--- src/rtl/mul_div_pkg.sv ---
// Shared types and constants for the multiply/divide block family.
package mul_div_pkg;

    typedef enum logic [1:0] {
        IDLE = 2'd0,
        RUN  = 2'd1,
        DONE = 2'd2
    } state_e;

    localparam int unsigned DEF_W = 4;

endpackage

--- src/rtl/div_step.sv ---
// One restoring-division step: shift {rem,quot} left, subtract divisor if it fits.
module div_step #(
    parameter int unsigned W = 4
) (
    input  logic [W:0]   rem,
    input  logic [W-1:0] quot,
    input  logic [W-1:0] divisor,
    output logic [W:0]   rem_next,
    output logic [W-1:0] quot_next
);

    logic [W:0]   rem_sh;
    logic [W-1:0] quot_sh;

    // rem is always < divisor on entry, so its MSB is zero and the shift cannot lose data
    assign rem_sh  = {rem[W-1:0], quot[W-1]};
    assign quot_sh = {quot[W-2:0], 1'b0};

    always_comb begin
        rem_next  = rem_sh;
        quot_next = quot_sh;
        if (rem_sh >= {1'b0, divisor}) begin
            rem_next  = rem_sh - {1'b0, divisor};
            quot_next = quot_sh | W'(1);
        end
    end

endmodule

--- src/rtl/seq_div.sv ---
// Sequential unsigned restoring divider, one quotient bit per cycle.
// Optional DIV_BY_ZERO_EN: short-circuits b==0 straight to DONE with err=1.
module seq_div
    import mul_div_pkg::*;
#(
    parameter int unsigned W = DEF_W
) (
    input  logic         clk,
    input  logic         rst,
    input  logic         start,
    input  logic [W-1:0] a,
    input  logic [W-1:0] b,
    output logic         busy,
    output logic         done,
    output logic [W-1:0] q,
    output logic [W-1:0] r,
    output logic         err
);

    localparam int unsigned CW = $clog2(W + 1);

    state_e        state_q, state_d;
    logic [W:0]    rem_q, rem_d;
    logic [W-1:0]  quot_q, quot_d;
    logic [W-1:0]  div_q, div_d;
    logic [CW-1:0] cnt_q, cnt_d;
    logic [W-1:0]  q_q, q_d;
    logic [W-1:0]  r_q, r_d;
    logic [W:0]    step_rem;
    logic [W-1:0]  step_quot;
`ifdef DIV_BY_ZERO_EN
    logic          err_q, err_d;
`endif

    div_step #(.W(W)) u_step (
        .rem       (rem_q),
        .quot      (quot_q),
        .divisor   (div_q),
        .rem_next  (step_rem),
        .quot_next (step_quot)
    );

    always_comb begin
        state_d = state_q;
        rem_d   = rem_q;
        quot_d  = quot_q;
        div_d   = div_q;
        cnt_d   = cnt_q;
        q_d     = q_q;
        r_d     = r_q;
`ifdef DIV_BY_ZERO_EN
        err_d   = err_q;
`endif
        case (state_q)
            IDLE: begin
                if (start) begin
                    // dividend is loaded into the quotient register and shifted out as quotient bits shift in
                    div_d   = b;
                    quot_d  = a;
                    rem_d   = '0;
                    cnt_d   = CW'(W);
                    state_d = RUN;
`ifdef DIV_BY_ZERO_EN
                    if (b == '0) begin
                        state_d = DONE;
                        cnt_d   = '0;
                        q_d     = '1;
                        r_d     = a;
                        err_d   = 1'b1;
                    end
`endif
                end
            end
            RUN: begin
                rem_d  = step_rem;
                quot_d = step_quot;
                cnt_d  = cnt_q - CW'(1);
                if (cnt_q == CW'(1)) begin
                    state_d = DONE;
                    q_d     = step_quot;
                    r_d     = step_rem[W-1:0];
`ifdef DIV_BY_ZERO_EN
                    err_d   = 1'b0;
`endif
                end
            end
            DONE:    state_d = IDLE;
            default: state_d = IDLE;
        endcase
    end

    always_ff @(posedge clk) begin
        if (rst) begin
            state_q <= IDLE;
            rem_q   <= '0;
            quot_q  <= '0;
            div_q   <= '0;
            cnt_q   <= '0;
            q_q     <= '0;
            r_q     <= '0;
`ifdef DIV_BY_ZERO_EN
            err_q   <= 1'b0;
`endif
        end else begin
            state_q <= state_d;
            rem_q   <= rem_d;
            quot_q  <= quot_d;
            div_q   <= div_d;
            cnt_q   <= cnt_d;
            q_q     <= q_d;
            r_q     <= r_d;
`ifdef DIV_BY_ZERO_EN
            err_q   <= err_d;
`endif
        end
    end

    assign busy = (state_q != IDLE);
    assign done = (state_q == DONE);
    assign q    = q_q;
    assign r    = r_q;
`ifdef DIV_BY_ZERO_EN
    assign err  = err_q;
`else
    assign err  = 1'b0;
`endif

endmodule
--- config.mk ---
export PLATFORM = sky130hd
export DESIGN_NAME = seq_div
export DESIGN_NICKNAME = d
export VERILOG_FILES = /design/src/rtl/mul_div_pkg.sv /design/src/rtl/div_step.sv /design/src/rtl/seq_div.sv
export SDC_FILE = /design/constraint.sdc
export NUM_CORES = 1
export LEC_CHECK = 0
export CORE_MARGIN = 5
export CORE_UTILIZATION = 46
export DETAILED_ROUTE_END_ITERATION = 8
export HOLD_SLACK_MARGIN = 0.03
export PLACE_DENSITY = 0.8
export SYNTH_ARGS = -nofsm -noshare
export SYNTH_HDL_FRONTEND = slang
export SYNTH_SLANG_ARGS = --single-unit
--- constraint.sdc ---
create_clock -name clk -period 2.2 [get_ports clk]
set_clock_uncertainty 0.05 [all_clocks]
set_input_delay 0.33 -clock clk [delete_from_list [all_inputs] [get_ports clk]]
set_output_delay 0.33 -clock clk [all_outputs]
set_load 0.01 [all_outputs]
# Word-level counts from Yosys, hierarchy flattened
# Cells that the tools add are included.
# classes
n_eq_ne,5
magnitude_cmp,1
muxes,11
n_addsub,2
n_reduce_logical,7
# op_table
cell,n
case mux 4 bit (2 select lines),2
2-to-1 mux 4 bit,3
AND reduction 2 bit,4
case mux 3 bit (2 select lines),1
>= comparator 5 x 4 -> 1 bit,1
2-to-1 mux 2 bit,2
"inequality test 2 bit, second input constant",2
case mux 2 bit (2 select lines),1
nonzero test 2 bit,2
subtractor 4 bit,1
"== test 3 x 1 -> 1 bit, second input constant",1
2-to-1 mux 3 bit,1
"subtractor 3 x 1 -> 3 bit, second input constant",1
"== test 2 x 1 -> 1 bit, second input constant",1
"== test 2 bit, second input constant",1
zero test 2 bit,1
2-to-1 mux 1 bit,1
# word_totals
in_bits,11
out_inout_bits,11
elab_cells,33
register_bits,25

# Logic depth before layout (Yosys ltp)
# Gate-level depths: netlist (run 1).
# depth
depth_word,3
mapped_depth,7
mapped_depth_nobuf,7

# Hierarchy
# Synthesis (run 1) repeated with hierarchy kept, for this count alone.
# hier_totals
hier_cells,151
hier_area_um2,1322.5
# modules_own_cells
module,n_inst,area_each_um2,cells_each,seq_area_each_um2
seq_div,1,1052.3,113,520.5
div_step,1,270.3,38,0.0

# Worst setup path after synthesis (run 1)
# OpenSTA, ideal clock, no wires.
# synth_timing
path_type,flip-flop to flip-flop
from,reg quot_q[3]
to,reg rem_q[3]
setup_time_ns,0.117
path_buffers,0
stages_incl_launch_ff,8
path_slack_ns,0.462
arrival_ns,1.572
required_ns,2.033
period_less_slack_ns,1.738
cell_sequence,dfxtp_1 -> inv_1 -> ha_1 -> nand2b_1 -> a21boi_4 -> o22ai_1 -> mux2_2 -> a22o_1
# synth_via
elab_chain_len,3
word_cells_on_any_way,4
classes_between,add/sub: 1; order compare: 1; mux: 2
# synth_rtl
element,line,rtl
from (decl),seq_div.sv:24,"logic [W-1:0] quot_q, quot_d;"
from (signal assigned),seq_div.sv:107,quot_q <= quot_d;
subtractor 4 bit / >= comparator 5 x 4 -> 1 bit (equally long branches),"div_step.sv:23, div_step.sv:22",
2-to-1 mux 4 bit (*),div_step.sv:22,"if (rem_sh >= {1'b0, divisor}) begin"
case mux 4 bit (2 select lines) (*),seq_div.sv:54,case (state_q)
to (signal assigned),seq_div.sv:106,rem_q <= rem_d;
to (decl),seq_div.sv:23,"logic [W:0] rem_q, rem_d;"
# Mark *: on every way between the ends. The rest lies on a longest branch, timed or not.
# A chain may end at the register's enable or synchronous reset.

# Worst setup path after layout (run 1)
# layout_timing
from,reg state_q[0]
to,out busy
# layout_via
elab_chain_len,1
# layout_rtl
element,line,rtl
from (decl),seq_div.sv:22,"state_e state_q, state_d;"
from (signal assigned),seq_div.sv:105,state_q <= state_d;
nonzero test 2 bit,seq_div.sv:118,assign busy = (state_q != IDLE);
to (decl),seq_div.sv:13,"output logic busy,"
# No other way between the ends.

==> key figures, run 1 <==
Setup path
  • Path depth of the worst reg2reg path: 7
  • Worst path arrival time: 1.50 ns
  • CP Capture Point: busy
  • WP data required: 1.82 ns
  • Critical path class: reg -> out
  • CP max FO: 6
  • Crit start category: register
  • RR Startpoint: quot_q[3]
  • R2R setup slack: 0.33 ns
  • Crit path from: state_q[0]
  • R2R Path End: rem_q[3]
  • Critical Path Sink Type: primary output

Global route
  • All-Layer GR Usage: 15.0%
  • Largest net degree at the start of global routing: 16
  • Vias in the first global route: 1085
  • First-pass GRT wire length: 4870 µm
  • Total gr overflow: 0
  • Initial antenna violation count: 0

Timing
  • Worst setup slack after layout: 0.317 ns
  • Fin crit period: 1.88 ns
  • Unrepaired setup endpoints after global routing: false
  • Highest clock rate: 0.531 GHz
  • Setup violators final: 0
  • Max-slew violations: 0
  • Final Hold Slack: 0.415 ns
  • Hold Fails Final Rpt: 0
  • Fin crit share: 85.6%
  • Setup TNS: 0 ns

Synthesis
  • Yosys reg bits: 25
  • Mapped Area: 1270 µm²
  • Synth Net Count: 171
  • Seq/Total Area, Yosys: 39.5%
  • Cells after Synth: 153
  • Post-synth cell types: 37
  • Syn_area_per_cell: 8.28 µm²
  • Synth warn: 0
  • Mux cell area share after synthesis: 2.47%
  • Simple-gate share of the synthesized area: 22.9%
  • Main combinational cell family by area after synthesis: simple AND/OR/NAND/NOR gates
  • Synth Area in XOR/XNOR: 1.38%
  • Compound-Gate Fraction of Synth Area: 20.8%
  • Synth Area in Adders: 7.50%

Hold path
  • Worst hold start: r[1]
  • Worst min path class: reg -> reg

Finish
  • Final Util: 57.3%
  • Antenna fix cells: 0
  • Nets: 195
  • P&R area growth vs syn: 21.4%
  • Fillers: 256
  • Fraction of layout cells with a size suffix above 1: 10.2%

Run
  • Max capacitance violation total: 0

Clock tree
  • Clock-pin slew on the worst setup and hold paths: 0.14 ns
  • CTS Root Cell: clkbuf_4
  • Clk sinks: 25
  • TritonCTS clock tree: yes
  • Hold_buf cts: 0
  • Longest Clk Path Bufs: 2
  • Clk Latency, worst-skew pair: 0.32 ns
  • Post CTS Setup Buffer Count: 0
  • Cts bufs inserted: 3
  • # H-tree levels: 1
  • CTS-repair resized insts: 0

Route
  • Routed Antenna Nets: 0
  • Drt pass-1 iters: 4
  • Detailed-route DRC error count: 0
  • Total Wirelength: 2720 µm
  • DR vias: 1122
  • Vias per cell: 5.42
  • WL/cell: 13.1 µm
  • DR iter-0 viols: 41

Power and ir drop
  • Switch share: 33.2%
  • Flop pwr share: 48.6%
  • Int Power: 0.710 mW
  • Cell Pwr Density: 690 nW/µm²
  • Maximum VDD drop: 0.414 mV
  • Logic pwr share: 31.6%
  • Clock power frac: 19.8%
  • P_leak: 0.589 nW
  • Pwr Total: 1.06 mW
  • Net Switching: 0.353 mW

Die
  • Die height: 62.5 µm
  • Core area: 2690 µm²
  • Die area: 3910 µm²
  • Initial Utilization: 47.2%
  • Row count: 19
  • Die width: 62.5 µm
  • I/O pin count: 22

Place
  • DP HPWL: 2140 µm
  • Buffers on Ports: 20
  • Place WS: 0.380 ns
  • GPL Wtd Cong: 0.916

Outcome
  • Status: finished clean
[critical path: stages, from the launching register on]
cell	delay, ns
dfxtp_1	0.43
or2_1	0.19
clkdlybuf4s50_1	0.56
[metal layers]
layer  up-vias  wire length (µm)  part of all wire, %  global-route usage (%)
li1        563                 -                    -                       -
met1       513              1180                   43                    18.3
met4         0                61                  2.2                    7.96
met2        38              1330                   49                    24.5
met3         8               153                  5.6                    3.24
met5         -                 0                    0                       0
[synthesized netlist by cell type, drive strengths merged]
library cell	instances	share of area, %
a211oi	4	2.8
a21boi	1	1.5
a21o	1	0.59
a21oi	11	4.3
a221oi	1	0.69
a22o	1	0.69
a311oi	3	2.1
a32o	1	0.79
buf	3	1.6
clkbuf	2	0.59
conb	1	0.30
dfxtp	25	39
fa	1	1.6
ha	6	5.9
inv	10	3.0
mux2	1	0.89
mux2i	2	1.6
nand2	20	5.9
nand2b	5	2.7
nand3b	2	1.2
nor2	29	10
nor2b	3	1.5
o211ai	3	1.8
o21a	1	0.59
o21ai	9	3.9
o22ai	1	0.49
o311ai	1	0.69
or2	3	1.5
xnor2	2	1.4
[power by group through the flow]
stage	Combinational (mW)	Sequential (mW)	Clock (mW)
floorplan	0.245	0.520	0
global placement	0.322	0.524	0
detailed placement	0.330	0.526	0
CTS	0.332	0.516	0.217
global route	0.371	0.521	0.239
finish	0.335	0.516	0.211
[stage by stage]
stage	instance area [µm²]	instances
finish	1540	207
global route	1540	207
CTS	1540	207
detailed placement	1510	203
global placement	1510	203
floorplan	1270	153
[logic make-up (layout without fill, tap and decap cells)]
group | count (synthesis) | after routing
xor gates and xnor gates | 2 | 2
and+or+nand+nor | 62 | 62
other | 1 | 1
buffers and inverters | 15 | 38
DFF | 25 | 25
muxes | 3 | 3
adders and majority gates | 7 | 7
AOI/OAI and AO/OA | 38 | 38
[worst min-delay path by stage]
stage / endpoint / slack, ns / cells past startpoint
2_1_floorplan: rem_q[0] / 0.39 / 2
3_3_place_gp: q[2] / 0.39 / 2
3_5_place_dp: q[2] / 0.40 / 2
4_1_cts: q[2] / 0.42 / 2
5_1_grt: r[1] / 0.44 / 2
6_report: r[1] / 0.41 / 2
[registers in the layout (all words and copies together) (netlist names)]
name and cells:
rem_q 4, cnt_q 3, quot_q 4, r 4, state_q 2, q 4
div_q 4
[area by class of cell]
class	instances	area, µm²	share of cell area, %
clock buffer	3	22.5	1.46
clock inverter	1	7.51	0.488
inverter	10	37.5	2.44
multi-input combinational	113	702	45.6
sequential	25	500	32.5
tap	31	38.8	2.52
timing repair buffer	24	230	15.0
[cells in the final DEF (no fill, tap or decap), drive strengths merged, types with 2 or more instances in the layout]
cell type,n
dfxtp,25
a311oi,3
a21oi,11
buf,4
or2,3
nand2,20
clkdlybuf4s50,20
nor2b,3
o211ai,3
nand3b,2
clkbuf,3
xnor2,2
nor2,29
inv,10
nand2b,5
ha,6
a211oi,4
mux2i,2
o21ai,9
Note: power is estimated with default switching activity, not from simulation.
==> inputs of run 2 (changes only) <==
REMOVE_ABC_BUFFERS = 1   (was unset)
==> key figures, run 2 (same netlist as run 1, synthesis figures left out) <==
Power and ir drop
  • P_leak: 0.584 nW (-0.82%)
  • Cell Pwr Density: 695 nW/µm² (+0.73%)
  • Maximum VDD drop: 0.492 mV (+19%)

Route
  • Routed Antenna Nets: 0 (unchanged)
  • Vias per cell: 5.23 (-3.5%)
  • DR iter-0 viols: 51 (+24%)
  • Drt pass-1 iters: 4 (unchanged)
  • Detailed-route DRC error count: 0 (unchanged)
  • Total Wirelength: 2710 µm (-0.26%)
  • WL/cell: 13.2 µm (+0.23%)
  • DR vias: 1078 (-3.9%)

Clock tree
  • # H-tree levels: 1 (unchanged)
  • Clk Latency, worst-skew pair: 0.33 ns (about the same)
  • CTS-repair resized insts: 0 (unchanged)
  • CTS Root Cell: clkbuf_4
  • Hold_buf cts: 0 (unchanged)
  • Clock-pin slew on the worst setup and hold paths: 0.14 ns (about the same)
  • Post CTS Setup Buffer Count: 0 (unchanged)
  • Cts bufs inserted: 3 (unchanged)
  • Longest Clk Path Bufs: 2 (unchanged)
  • Clk sinks: 25 (unchanged)
  • TritonCTS clock tree: yes

Place
  • Buffers on Ports: 20 (unchanged)
  • DP HPWL: 2100 µm (-1.9%)
  • GPL Wtd Cong: 0.950 (+3.7%)

Global route
  • All-Layer GR Usage: 15.0% (-0.026 points)
  • Initial antenna violation count: 0 (unchanged)
  • First-pass GRT wire length: 4840 µm (-0.57%)
  • Largest net degree at the start of global routing: 21 (+5)
  • Vias in the first global route: 1129 (+4.1%)
  • Total gr overflow: 0 (unchanged)

Setup path
  • R2R setup slack: 0.35 ns (+0.02 ns)
  • CP top delay family: buffers and inverters
  • Crit path from: state_q[1]
  • Path depth of the worst reg2reg path: 7 (unchanged)
  • Worst path arrival time: 1.53 ns (+0.03 ns)
  • R2R Path End: rem_q[3]
  • CP cell instances: or2_1, clkdlybuf4s50_1
  • Buffers & Inverters on Critical Path: 1 (unchanged)
  • Worst path slowest cell: clkdlybuf4s50_1
  • Worst path max stage delay: 0.57 ns (about the same)
  • CP Capture Point: busy
  • Critical Path Sink Type: primary output
  • Critical path class: reg -> out
  • CP max FO: 6 (unchanged)
  • WP data required: 1.82 ns (about the same)
  • RR Startpoint: quot_q[3]
  • Crit start category: register
  • Crit. path cell count: 2 (unchanged)

Timing
  • Fin crit share: 86.6% (+0.99 points)
  • Fin crit period: 1.91 ns (+0.0218 ns)
  • Highest clock rate: 0.525 GHz (-1.1%)
  • Setup violators final: 0 (unchanged)
  • Max-slew violations: 0 (unchanged)
  • Hold Fails Final Rpt: 0 (unchanged)
  • Unrepaired setup endpoints after global routing: false
  • Final Hold Slack: 0.416 ns (+0.000945 ns)
  • Setup TNS: 0 ns (unchanged)

Die
  • Die area: 3910 µm² (unchanged)
  • Die width: 62.5 µm (unchanged)
  • I/O pin count: 22 (unchanged)
  • Initial Utilization: 47.2% (unchanged)
  • Die height: 62.5 µm (unchanged)
  • Core area: 2690 µm² (unchanged)
  • Row count: 19 (unchanged)

Finish
  • Fraction of layout cells with a size suffix above 1: 9.71% (-0.51 points)
  • Antenna fix cells: 0 (unchanged)
  • Most frequent cells in the layout: 25 x nor2_1, 25 x dfxtp_1, 20 x nand2_1, 20 x clkdlybuf4s50_1, 11 x a21oi_1
  • Nets: 194 (-0.51%)
  • P&R area growth vs syn: 20.8%

Run
  • Max capacitance violation total: 0 (unchanged)

Hold path
  • Worst min path class: reg -> reg

Outcome
  • Status: finished clean
-- run 2: layout make-up --
cell class	count	area, µm²
timing repair buffer	23	223
sequential	25	500
multi-input combinational	113	702
clock inverter	1	7.51
inverter	10	37.5
clock buffer	3	22.5
fill	230	1150
tap	31	38.8
-- run 2: where the power goes --
group / leakage, nW / switching, mW / internal, mW / total (mW)
combinational: 0.366 / 0.182 / 0.152 / 0.334
sequential: 0.205 / 0.0276 / 0.488 / 0.515
clock: 0.0139 / 0.146 / 0.0697 / 0.216
-- run 2: through the flow --
step	util [%]	worst slack, ns	instance area (µm²)	std cells	power (mW)
CTS	57.0	0.281	1530	206	1.07
global route	57.0	0.217	1530	206	1.13
floorplan	-	0.462	1240	148	0.755
detailed placement	55.9	0.365	1500	202	0.854
global placement	55.9	0.409	1500	202	0.845
finish	57.0	0.295	1530	206	1.06
-- run 2: how the worst min path moves through the flow --
stage          slack (ns)   end  depth (start not counted)  from
2_1_floorplan        0.34  r[2]                          1   rst
3_3_place_gp         0.39  q[1]                          2  q[1]
3_5_place_dp         0.40  r[1]                          2  r[1]
4_1_cts              0.42  r[1]                          2  r[1]
5_1_grt              0.45  r[1]                          2  r[1]
6_report             0.42  r[1]                          2  r[1]
-- run 2: metal layers --
| metal | share of wire, % | global-route usage [%] | vias to the layer above |
|---|---|---|---|
| met2 | 46 | 23.8 | 24 |
| met3 | 4.9 | 3.96 | 7 |
| li1 | - | - | 560 |
| met1 | 46 | 18.2 | 487 |
| met4 | 2.5 | 8.49 | 0 |
| met5 | 0 | 0 | - |
-- run 2: tightest hold or removal path, delay by kind of cell, from the launching register on --
family          cells  cell delay (ns)
flops               1             0.33
compound gates      1             0.05
simple gates        1             0.05
==> inputs of run 3 (changes only) <==
SETUP_SLACK_MARGIN = 0.2   (was unset)
SKIP_LAST_GASP = 1   (was unset)
==> results of run 3 <==
Final layout, timing and power as in run 2 (identical DEF).
